--- config.mk ---
export PLATFORM = sky130hd
export DESIGN_NAME = sequence_loader
export DESIGN_NICKNAME = d
export VERILOG_FILES = /design/src/rtl/seq_pkg.sv /design/src/rtl/seq_word_addr.sv /design/src/rtl/sequence_loader.sv
export SDC_FILE = /design/constraint.sdc
export NUM_CORES = 1
export LEC_CHECK = 0
export ABC_AREA = 1
export CAP_MARGIN = 20
export CORE_MARGIN = 2
export CORE_UTILIZATION = 40
export DETAILED_ROUTE_END_ITERATION = 10
export PLACE_DENSITY = 0.62
export SLEW_MARGIN = 10
export SYNTH_ARGS = -nofsm -noshare
export SYNTH_HDL_FRONTEND = slang
export SYNTH_SLANG_ARGS = --single-unit
--- constraint.sdc ---
create_clock -name I_CLOCK -period 3 [get_ports I_CLOCK]
set_input_delay 0.45 -clock I_CLOCK [delete_from_list [all_inputs] [get_ports I_CLOCK]]
set_output_delay 0.45 -clock I_CLOCK [all_outputs]
set_load 0.01 [all_outputs]
--- src/rtl/seq_pkg.sv ---
// seq_pkg: definitions shared by sequence_loader and the sequence processor.
//   ADDR_W       - memory byte address width
//   LEN_W        - sequence length (word count) width
//   CRED_DEFAULT - default credibility byte
//   seq_state_t  - 4-bit state encoding
package seq_pkg;

    localparam int unsigned ADDR_W = 16;
    localparam int unsigned LEN_W  = 10;

    localparam logic [7:0] CRED_DEFAULT = 8'd0;

    typedef enum logic [3:0] {
        ST_IDLE       = 4'd0,
        ST_WAIT_BYTE  = 4'd1,
        ST_WR_VALUE   = 4'd2,
        ST_WR_CRED    = 4'd3,
        ST_PROC_START = 4'd4,
        ST_PROC_WAIT  = 4'd5,
        ST_DONE       = 4'd6
    } seq_state_t;

endpackage

--- src/rtl/seq_word_addr.sv ---
// seq_word_addr: byte address of one half of a value/credibility word pair.
//   base_i   - region base byte address
//   idx_i    - word index
//   offset_i - 0 selects the value byte, 1 selects the credibility byte
//   addr_o   - base_i + 2*idx_i + offset_i, modulo 2^ADDR_W
module seq_word_addr
    import seq_pkg::*;
(
    input  logic [ADDR_W-1:0] base_i,
    input  logic [LEN_W-1:0]  idx_i,
    input  logic              offset_i,
    output logic [ADDR_W-1:0] addr_o
);

    // 2*idx + offset is just idx with offset appended as the LSB.
    assign addr_o = base_i + {{(ADDR_W-LEN_W-1){1'b0}}, idx_i, offset_i};

endmodule

--- src/rtl/sequence_loader.sv ---
// sequence_loader: accepts K stream bytes over valid/ready and writes each as a
// value/credibility pair into byte memory (value at base+2i, credibility at
// base+2i+1). With SEQ_LOADER_AUTO_START_EN defined it then launches the
// sequence processor over the region and waits for its done level.
//   I_CLOCK/I_RESET       - clock, asynchronous active-high reset
//   I_START, I_ADD, I_K   - start level, base address, word count
//   I_S_DATA/I_S_VALID    - input stream; O_S_READY accepts
//   O_MEMORY_*            - memory port (ownership, address, write data/strobe)
//   O_PROC_START/I_PROC_DONE - processor handshake (tied off when macro undefined)
//   O_BUSY, O_WORD_COUNT, O_DONE - status
// Every output is registered from the next-state value.
module sequence_loader
    import seq_pkg::*;
#(
    parameter logic [7:0] CRED_INIT = CRED_DEFAULT
) (
    input  logic              I_CLOCK,
    input  logic              I_RESET,
    input  logic              I_START,
    input  logic [ADDR_W-1:0] I_ADD,
    input  logic [LEN_W-1:0]  I_K,
    input  logic [7:0]        I_S_DATA,
    input  logic              I_S_VALID,
    output logic              O_S_READY,
    output logic [ADDR_W-1:0] O_MEMORY_ADDRESS,
    output logic              O_MEMORY_ENABLE,
    output logic [7:0]        O_MEMORY_WRITE_DATA,
    output logic              O_MEMORY_WRITE_ENABLE,
    output logic              O_PROC_START,
    input  logic              I_PROC_DONE,
    output logic              O_BUSY,
    output logic [LEN_W-1:0]  O_WORD_COUNT,
    output logic              O_DONE
);

    seq_state_t        state_q, state_d;
    logic [ADDR_W-1:0] base_q, base_d;
    logic [LEN_W-1:0]  k_q, k_d;
    logic [LEN_W-1:0]  idx_q, idx_d;
    logic [ADDR_W-1:0] word_addr;

    seq_word_addr u_word_addr (
        .base_i   (base_q),
        .idx_i    (idx_q),
        .offset_i (state_q == ST_WR_VALUE),
        .addr_o   (word_addr)
    );

    always_comb begin
        state_d = state_q;
        base_d  = base_q;
        k_d     = k_q;
        idx_d   = idx_q;
        case (state_q)
            ST_IDLE: begin
                if (I_START) begin
                    base_d = I_ADD;
                    k_d    = I_K;
                    idx_d  = '0;
                    if (I_K != '0) begin
                        state_d = ST_WAIT_BYTE;
                    end else begin
`ifdef SEQ_LOADER_AUTO_START_EN
                        state_d = ST_PROC_START;
`else
                        state_d = ST_DONE;
`endif
                    end
                end
            end
            ST_WAIT_BYTE: begin
                if (I_S_VALID && O_S_READY) begin
                    state_d = ST_WR_VALUE;
                end
            end
            ST_WR_VALUE: begin
                state_d = ST_WR_CRED;
            end
            ST_WR_CRED: begin
                idx_d = LEN_W'(idx_q + 1'b1);
                if (idx_d == k_q) begin
`ifdef SEQ_LOADER_AUTO_START_EN
                    state_d = ST_PROC_START;
`else
                    state_d = ST_DONE;
`endif
                end else begin
                    state_d = ST_WAIT_BYTE;
                end
            end
`ifdef SEQ_LOADER_AUTO_START_EN
            ST_PROC_START: begin
                state_d = ST_PROC_WAIT;
            end
            ST_PROC_WAIT: begin
                // Done is only looked at here, so the start level has already
                // been high for the whole PROC_START cycle.
                if (I_PROC_DONE) begin
                    state_d = ST_DONE;
                end
            end
`endif
            ST_DONE: begin
                if (!I_START) begin
                    state_d = ST_IDLE;
                end
            end
            default: begin
                state_d = ST_IDLE;
            end
        endcase
    end

    always_ff @(posedge I_CLOCK or posedge I_RESET) begin
        if (I_RESET) begin
            state_q               <= ST_IDLE;
            base_q                <= '0;
            k_q                   <= '0;
            idx_q                 <= '0;
            O_S_READY             <= 1'b0;
            O_MEMORY_ADDRESS      <= '0;
            O_MEMORY_ENABLE       <= 1'b0;
            O_MEMORY_WRITE_DATA   <= '0;
            O_MEMORY_WRITE_ENABLE <= 1'b0;
            O_BUSY                <= 1'b0;
            O_DONE                <= 1'b0;
        end else begin
            state_q               <= state_d;
            base_q                <= base_d;
            k_q                   <= k_d;
            idx_q                 <= idx_d;
            O_S_READY             <= (state_d == ST_WAIT_BYTE);
            O_MEMORY_ENABLE       <= (state_d inside {ST_WAIT_BYTE, ST_WR_VALUE, ST_WR_CRED});
            O_MEMORY_WRITE_ENABLE <= (state_d inside {ST_WR_VALUE, ST_WR_CRED});
            O_BUSY                <= (state_d != ST_IDLE);
            O_DONE                <= (state_d == ST_DONE);
            // The write-data register doubles as the captured stream byte.
            if (state_d == ST_WR_VALUE) begin
                O_MEMORY_WRITE_DATA <= I_S_DATA;
                O_MEMORY_ADDRESS    <= word_addr;
            end else if (state_d == ST_WR_CRED) begin
                O_MEMORY_WRITE_DATA <= CRED_INIT;
                O_MEMORY_ADDRESS    <= word_addr;
            end
        end
    end

    assign O_WORD_COUNT = idx_q;

`ifdef SEQ_LOADER_AUTO_START_EN
    logic proc_start_q;

    always_ff @(posedge I_CLOCK or posedge I_RESET) begin
        if (I_RESET) begin
            proc_start_q <= 1'b0;
        end else begin
            proc_start_q <= (state_d inside {ST_PROC_START, ST_PROC_WAIT});
        end
    end

    assign O_PROC_START = proc_start_q;
`else
    logic unused_proc_done;

    assign unused_proc_done = I_PROC_DONE;
    assign O_PROC_START     = 1'b0;
`endif

endmodule

**Word level (Yosys, flattened, before mapping)**

Cells that the tools add are included.

- Add/subtract/negate cells: 2
- Equality and inequality tests: 10
- Mux-type cells: 12
- Reductions and logical operators: 9

Operators by type and width:

| kind | count |
|---|---|
| 16-bit two-way mux | 2 |
| 10-bit one-hot mux with 2 select lines | 1 |
| 4-bit one-hot mux with 5 select lines | 1 |
| 16-bit by 11-bit adder with 16-bit output | 1 |
| 4-bit by 2-bit == test with 1-bit output, second input constant | 4 |
| 8-bit two-way mux | 2 |
| 4-bit two-way mux | 3 |
| 10-bit by 1-bit adder with 10-bit output, second input constant | 1 |
| 10-bit == test | 1 |
| 10-bit two-way mux | 1 |
| 10-bit nonzero test | 1 |
| 4-bit by 1-bit == test with 1-bit output, second input constant | 2 |
| 4-bit by 3-bit == test with 1-bit output, second input constant | 2 |
| 3-bit two-way mux | 2 |
| 4-bit logical NOT | 1 |
| 2-bit AND reduction | 2 |
| 2-bit nonzero test | 2 |
| 4-bit nonzero test | 1 |
| 3-bit nonzero test | 1 |
| 2-bit != test, second input constant | 1 |
| 1-bit logical AND | 1 |

- Register bits: 69
- Input port bits: 39
- Word-level logic and storage cells: 44

**Depth between registers and ports, before layout**

Gate-level depths: netlist (run 1).

- Depth after elaboration: 7
- Gate-level depth with buffers: 17

**Modules after synthesis**

A second synthesis (run 1) with hierarchy kept.

- Cells, all modules: 533
- Area total of the unflattened synthesis: 3891.2 µm²

Modules (own cells, without submodules):

| module | instances | cells an instance | area an instance (µm²) |
|---|---|---|---|
| sequence_loader | 1 | 381 | 3110.5 |
| seq_word_addr | 1 | 152 | 780.7 |

**Worst setup path after synthesis (run 1)**

Ideal clock, no wire load.

- Path kind: reg2reg
- Start: reg state_q[3]
- End: reg O_MEMORY_ADDRESS[8]
- Data arrival time: 2.334 ns
- Setup slack: 0.548 ns
- Cell stages (with the launch flop): 18
- Path buffers: 0
- Cells stage by stage: dfrtp_1 -> nor2_1 -> nand2_1 -> nor2_1 -> ha_1 -> inv_1 -> fa_1 -> inv_1 -> nand3_1 -> nand2_1 -> nand2_1 -> nand2_1 -> nand2_1 -> a21oi_1 -> a21oi_1 -> or2_2 -> nand3_1 -> nand2_1

- Word-level cells in the longest chain between the ends: 4
- Elaborated cells between the ends (all ways): 15
- Classes of those cells: add/sub: 1; eq/ne: 6; mux: 6; reduce/logical: 2

Ends and longest elaborated chain:

| item | RTL line | RTL |
|---|---|---|
| start, declared | sequence_loader.sv:36 | `seq_state_t state_q, state_d;` |
| start signal, assigned | sequence_loader.sv:128 | `state_q <= state_d;` |
| 4-bit by 2-bit == test with 1-bit output, or another cell as far along | sequence_loader.sv:45, sequence_loader.sv:54 |  |
| 16-bit by 11-bit adder with 16-bit output / 4-bit one-hot mux with 5 select lines (equally long branches) | seq_word_addr.sv:16, sequence_loader.sv:54 |  |
| 16-bit two-way mux, or another cell as far along | sequence_loader.sv:141 | `end else if (state_d == ST_WR_CRED) begin` |
| 16-bit two-way mux / 2-bit nonzero test (equally long branches) | -- |  |
| end signal, assigned | sequence_loader.sv:140 | `O_MEMORY_ADDRESS <= word_addr;` |
| end signal, assigned | sequence_loader.sv:143 | `O_MEMORY_ADDRESS <= word_addr;` |
| end, declared | sequence_loader.sv:25 | `output logic [ADDR_W-1:0] O_MEMORY_ADDRESS,` |

Parallel ways exist; a longest one is shown, timed or not. The select of a mux whose other input is x is not followed.
A chain may end at the register's enable or synchronous reset.

**Final worst setup path (run 1)**

Ends and elaborated chain as after synthesis.

==> results of run 1 <==
worst min path at each step:
stage                     slack (ns)                              end                       startpoint  cells after the start
after floorplan                 0.47               k_q[2]$_DFFE_PP0P_               k_q[2]$_DFFE_PP0P_                      2
after global routing            0.50  O_MEMORY_ADDRESS[0]$_DFFE_PP0P_  O_MEMORY_ADDRESS[0]$_DFFE_PP0P_                      2
after CTS                       0.48  O_MEMORY_ADDRESS[0]$_DFFE_PP0P_  O_MEMORY_ADDRESS[0]$_DFFE_PP0P_                      2
after global placement          0.46  O_MEMORY_ADDRESS[0]$_DFFE_PP0P_  O_MEMORY_ADDRESS[0]$_DFFE_PP0P_                      2
after detailed placement        0.46  O_MEMORY_ADDRESS[0]$_DFFE_PP0P_  O_MEMORY_ADDRESS[0]$_DFFE_PP0P_                      2
final                           0.47  O_MEMORY_ADDRESS[0]$_DFFE_PP0P_  O_MEMORY_ADDRESS[0]$_DFFE_PP0P_                      2
stage by stage:
stage / area [um2] / hold slack (ns) / cells / total power [uW] / setup slack (ns)
2_1_floorplan: 3670 / 0.466 / 444 / 1910 / 0.548
3_3_place_gp: 4580 / 0.460 / 625 / 2380 / 0.333
3_5_place_dp: 4580 / 0.460 / 625 / 2400 / 0.262
4_1_cts: 4760 / 0.478 / 639 / 3130 / 0.255
5_1_grt: 4760 / 0.496 / 639 / 3310 / 0.0188
6_report: 4760 / 0.474 / 639 / 3090 / 0.327
cell usage in the layout (no fill, tap or decap), types with 11 or more instances in the layout:
master and n:
nor2_1 22, clkdlybuf4s50_1 76, a21oi_1 17, nand3_1 34, nand2_1 119, dfrtp_1 69
clkbuf_8 13, o21ai_0 24, ha_1 11, mux2_2 13, inv_1 56
critical path, cell delays in order (launching register included):
cell     delay, ns
dfrtp_1       0.38
nor2_1        0.14
nand2_1       0.08
nor2_1        0.16
ha_2          0.26
inv_1         0.06
fa_1          0.39
inv_1         0.09
nand3_1       0.06
nand2_1       0.08
nand2_1       0.06
nand2_1       0.06
nand2_1       0.06
a21oi_1       0.18
a21oi_1       0.10
or2_2         0.28
nand3_1       0.07
nand2_1       0.05
power by group through the flow:
stage | sequential, uW | combinational (uW) | clock [uW]
3_5_place_dp | 1370 | 1040 | 0
5_1_grt | 1380 | 1160 | 766
2_1_floorplan | 1410 | 503 | 0
4_1_cts | 1350 | 1050 | 736
6_report | 1340 | 1030 | 708
3_3_place_gp | 1350 | 1030 | 0
cells by family (layout without fill, tap and decap cells):
logic type                 after synthesis  in the layout  synth area share, %
and+or+nand+nor                        211            211                 26.3
DFF                                     69             69                 47.1
buffers and inverters                   69            156                 7.30
AOI/OAI and AO/OA                       62             62                 9.32
adders and majority gates               13             13                 4.64
muxes                                   13             13                 3.99
xor gates and xnor gates                 5              5                 1.19
other                                    1              2                0.102
layer usage:
layer | share of wire, % | wire length, um
met1 | 48 | 3960
met2 | 46 | 3760
met3 | 4.3 | 354
met4 | 1.7 | 141
met5 | 0 | 0
repair_timing:
| item | CTS | global route |
|---|---|---|
| hold endpoints to repair | 0 | 0 |
| resized for setup | 0 | 1 |
| setup endpoints to repair | 0 | 1 |
synthesized netlist by cell type, drive strengths merged (2+ instances only):
cell    number
nand2      123
dfrtp       69
inv         61
nand3       37
nor2        31
o21ai       28
a21oi       17
mux2        13
ha          12
a31oi        6
nor3         6
o22ai        6
buf          5
nand3b       5
nand4        5
or2          4
xor2         4
clkbuf       3
o31ai        2
state kept, by name, summed over array words and instances, names as in the netlist, 4 cells and up:
signal,count
base_q,16
O_MEMORY_WRITE_DATA,8
O_MEMORY_ADDRESS,16
state_q,4
O_WORD_COUNT,10
k_q,10
final cells by class:
cell class | instances | share of cell area [%]
clock inverters | 1 | 0.105
clock buffers | 13 | 3.76
inverters | 61 | 4.81
repair buffers | 81 | 17.0
multi-input cells | 306 | 35.2
flip-flops and latches | 69 | 36.2
well taps | 108 | 2.84
==> results by group, run 1 <==
Status
  • Outcome: completed

Yosys
  • Top cell type by total area after synthesis: dfrtp_1
  • Register area share after synthesis: 47.1%
  • Synth Warn #: 0
  • EDFF count, synth: 0
  • Async S/R FF share, synth: 100%
  • Synth Flop Type: dfrtp_1
  • Netlist cell types: 35
  • Post-Syn Area: 3670 um2
  • Top cells by area, synth: dfrtp_1 47%, nand2_1 12%, inv_1 5.8%, nand3_1 4.6%, ha_1 4.1%
  • Number of synthesized register bits: 69
  • Avg Inst Size Synth: 8.28 um2
  • Top-area cell type share of the netlist area: 47.1%
  • Post-Syn Instances: 443

Critical path
  • CP startpoint: state_q[3]$_DFF_PP0_
  • WP data required: 3.22 ns
  • Worst setup EP type: register
  • Reg2reg start: state_q[3]$_DFF_PP0_
  • Crit-path max FO: 4
  • Startpoint Class: register
  • Reg2reg path depth: 17
  • R2r setup slk: 0.33 ns
  • Critical path class: reg2reg
  • CP Capture Point: O_MEMORY_ADDRESS[8]$_DFFE_PP0P_
  • Worst reg2reg path endpoint: O_MEMORY_ADDRESS[8]$_DFFE_PP0P_
  • Critical path arrival: 2.90 ns

Global route
  • Grt ovf: 0
  • Vias in the first global route: 3042
  • Initial antenna violation count: 0
  • Met1 Use GR: 22.8%
  • First-pass GRT wire length: 13900 um
  • Met3 usage: 3.16%
  • Total GRT Usage: 17.7%
  • GR peak layer: met2
  • Largest net degree at the start of global routing: 42
  • GR Util met2: 29.4%

Clocking
  • TritonCTS Buffers: 9
  • Post-CTS setup buffer count: 0
  • CTS Hold Bufs: 0
  • Worst-path clk slew: 0.06 ns
  • Clock tree buffer depth: 2
  • H-tree depth: 3
  • CTS sink count: 69
  • TritonCTS clock tree: built
  • Root buffer cell: clkbuf_8
  • Clk Latency, worst-skew pair: 0.34 ns

STA
  • Relative slew slack: 57.4%
  • Min Tclk post-route: 2.67 ns
  • Setup Viol. Count Final: 0
  • Setup TNS: 0 ns
  • Final hold violation count: 0
  • Max Transition Viols Final: 0
  • Tcrit/Tclk final: 89.1%
  • Peak Freq: 374 MHz
  • Unrepaired setup endpoints after global routing: false
  • Skew final: 0.00976 ns
  • Worst-Margin Slew: 0.638 ns

Power
  • Switching part of the total power: 31.3%
  • Switching power: 966 uW
  • Register share of total power: 43.6%
  • Clk pwr share: 22.9%
  • Leak Pwr: 0.00231 uW
  • Worst ir drop on vdd: 209 uV
  • Combinational share of power: 33.5%
  • Internal power: 2120 uW
  • P per Cell Area: 648 nW/um2

Job
  • Max cap viols: 0

Die
  • Die area: 9950 um2
  • Initial core utilization: 41.6%
  • Area of the core: 8810 um2
  • IO Pins: 79
  • Die X: 99.7 um
  • Std cell rows: 34
  • DIE HEIGHT: 99.7 um

Placed design
  • GPL Wtd Cong: 0.944
  • Number of port buffers: 76
  • Hpwl dp: 6260 um

Route
  • Via count: 3095
  • TritonRoute pass-1 iters: 6
  • Vias per inst: 4.84
  • ANT nets after route: 0
  • Final WL: 8220 um
  • WL/cell: 12.9 um
  • Post-route DRC: 0
  • Number of DRC markers in iteration 0: 77

Final layout
  • Diode count: 0
  • Area of the multi-input gates: 1680 um2
  • Number of fill cells: 845
  • Share of cells above drive strength 1: 11.3%
  • Area grow syn2layout: 29.9%
  • Final core occ: 54.1%
  • Nets: 580
  • Register area: 1730 um2

Hold path
  • HP Class: reg2reg
No activity file was read; power rests on OpenSTA's default activity.
==> run 2, diff against run 1 <==
--- a/config.mk
+++ b/config.mk
@@ -10,8 +10,10 @@
 export CORE_MARGIN = 2
 export CORE_UTILIZATION = 40
 export DETAILED_ROUTE_END_ITERATION = 10
+export GPL_ROUTABILITY_DRIVEN = 1
 export PLACE_DENSITY = 0.62
 export SLEW_MARGIN = 10
 export SYNTH_ARGS = -nofsm -noshare
 export SYNTH_HDL_FRONTEND = slang
 export SYNTH_SLANG_ARGS = --single-unit
+export TNS_END_PERCENT = 30
==> results of run 2 <==
No change in the layout: final DEF, timing and power equal those of run 1.
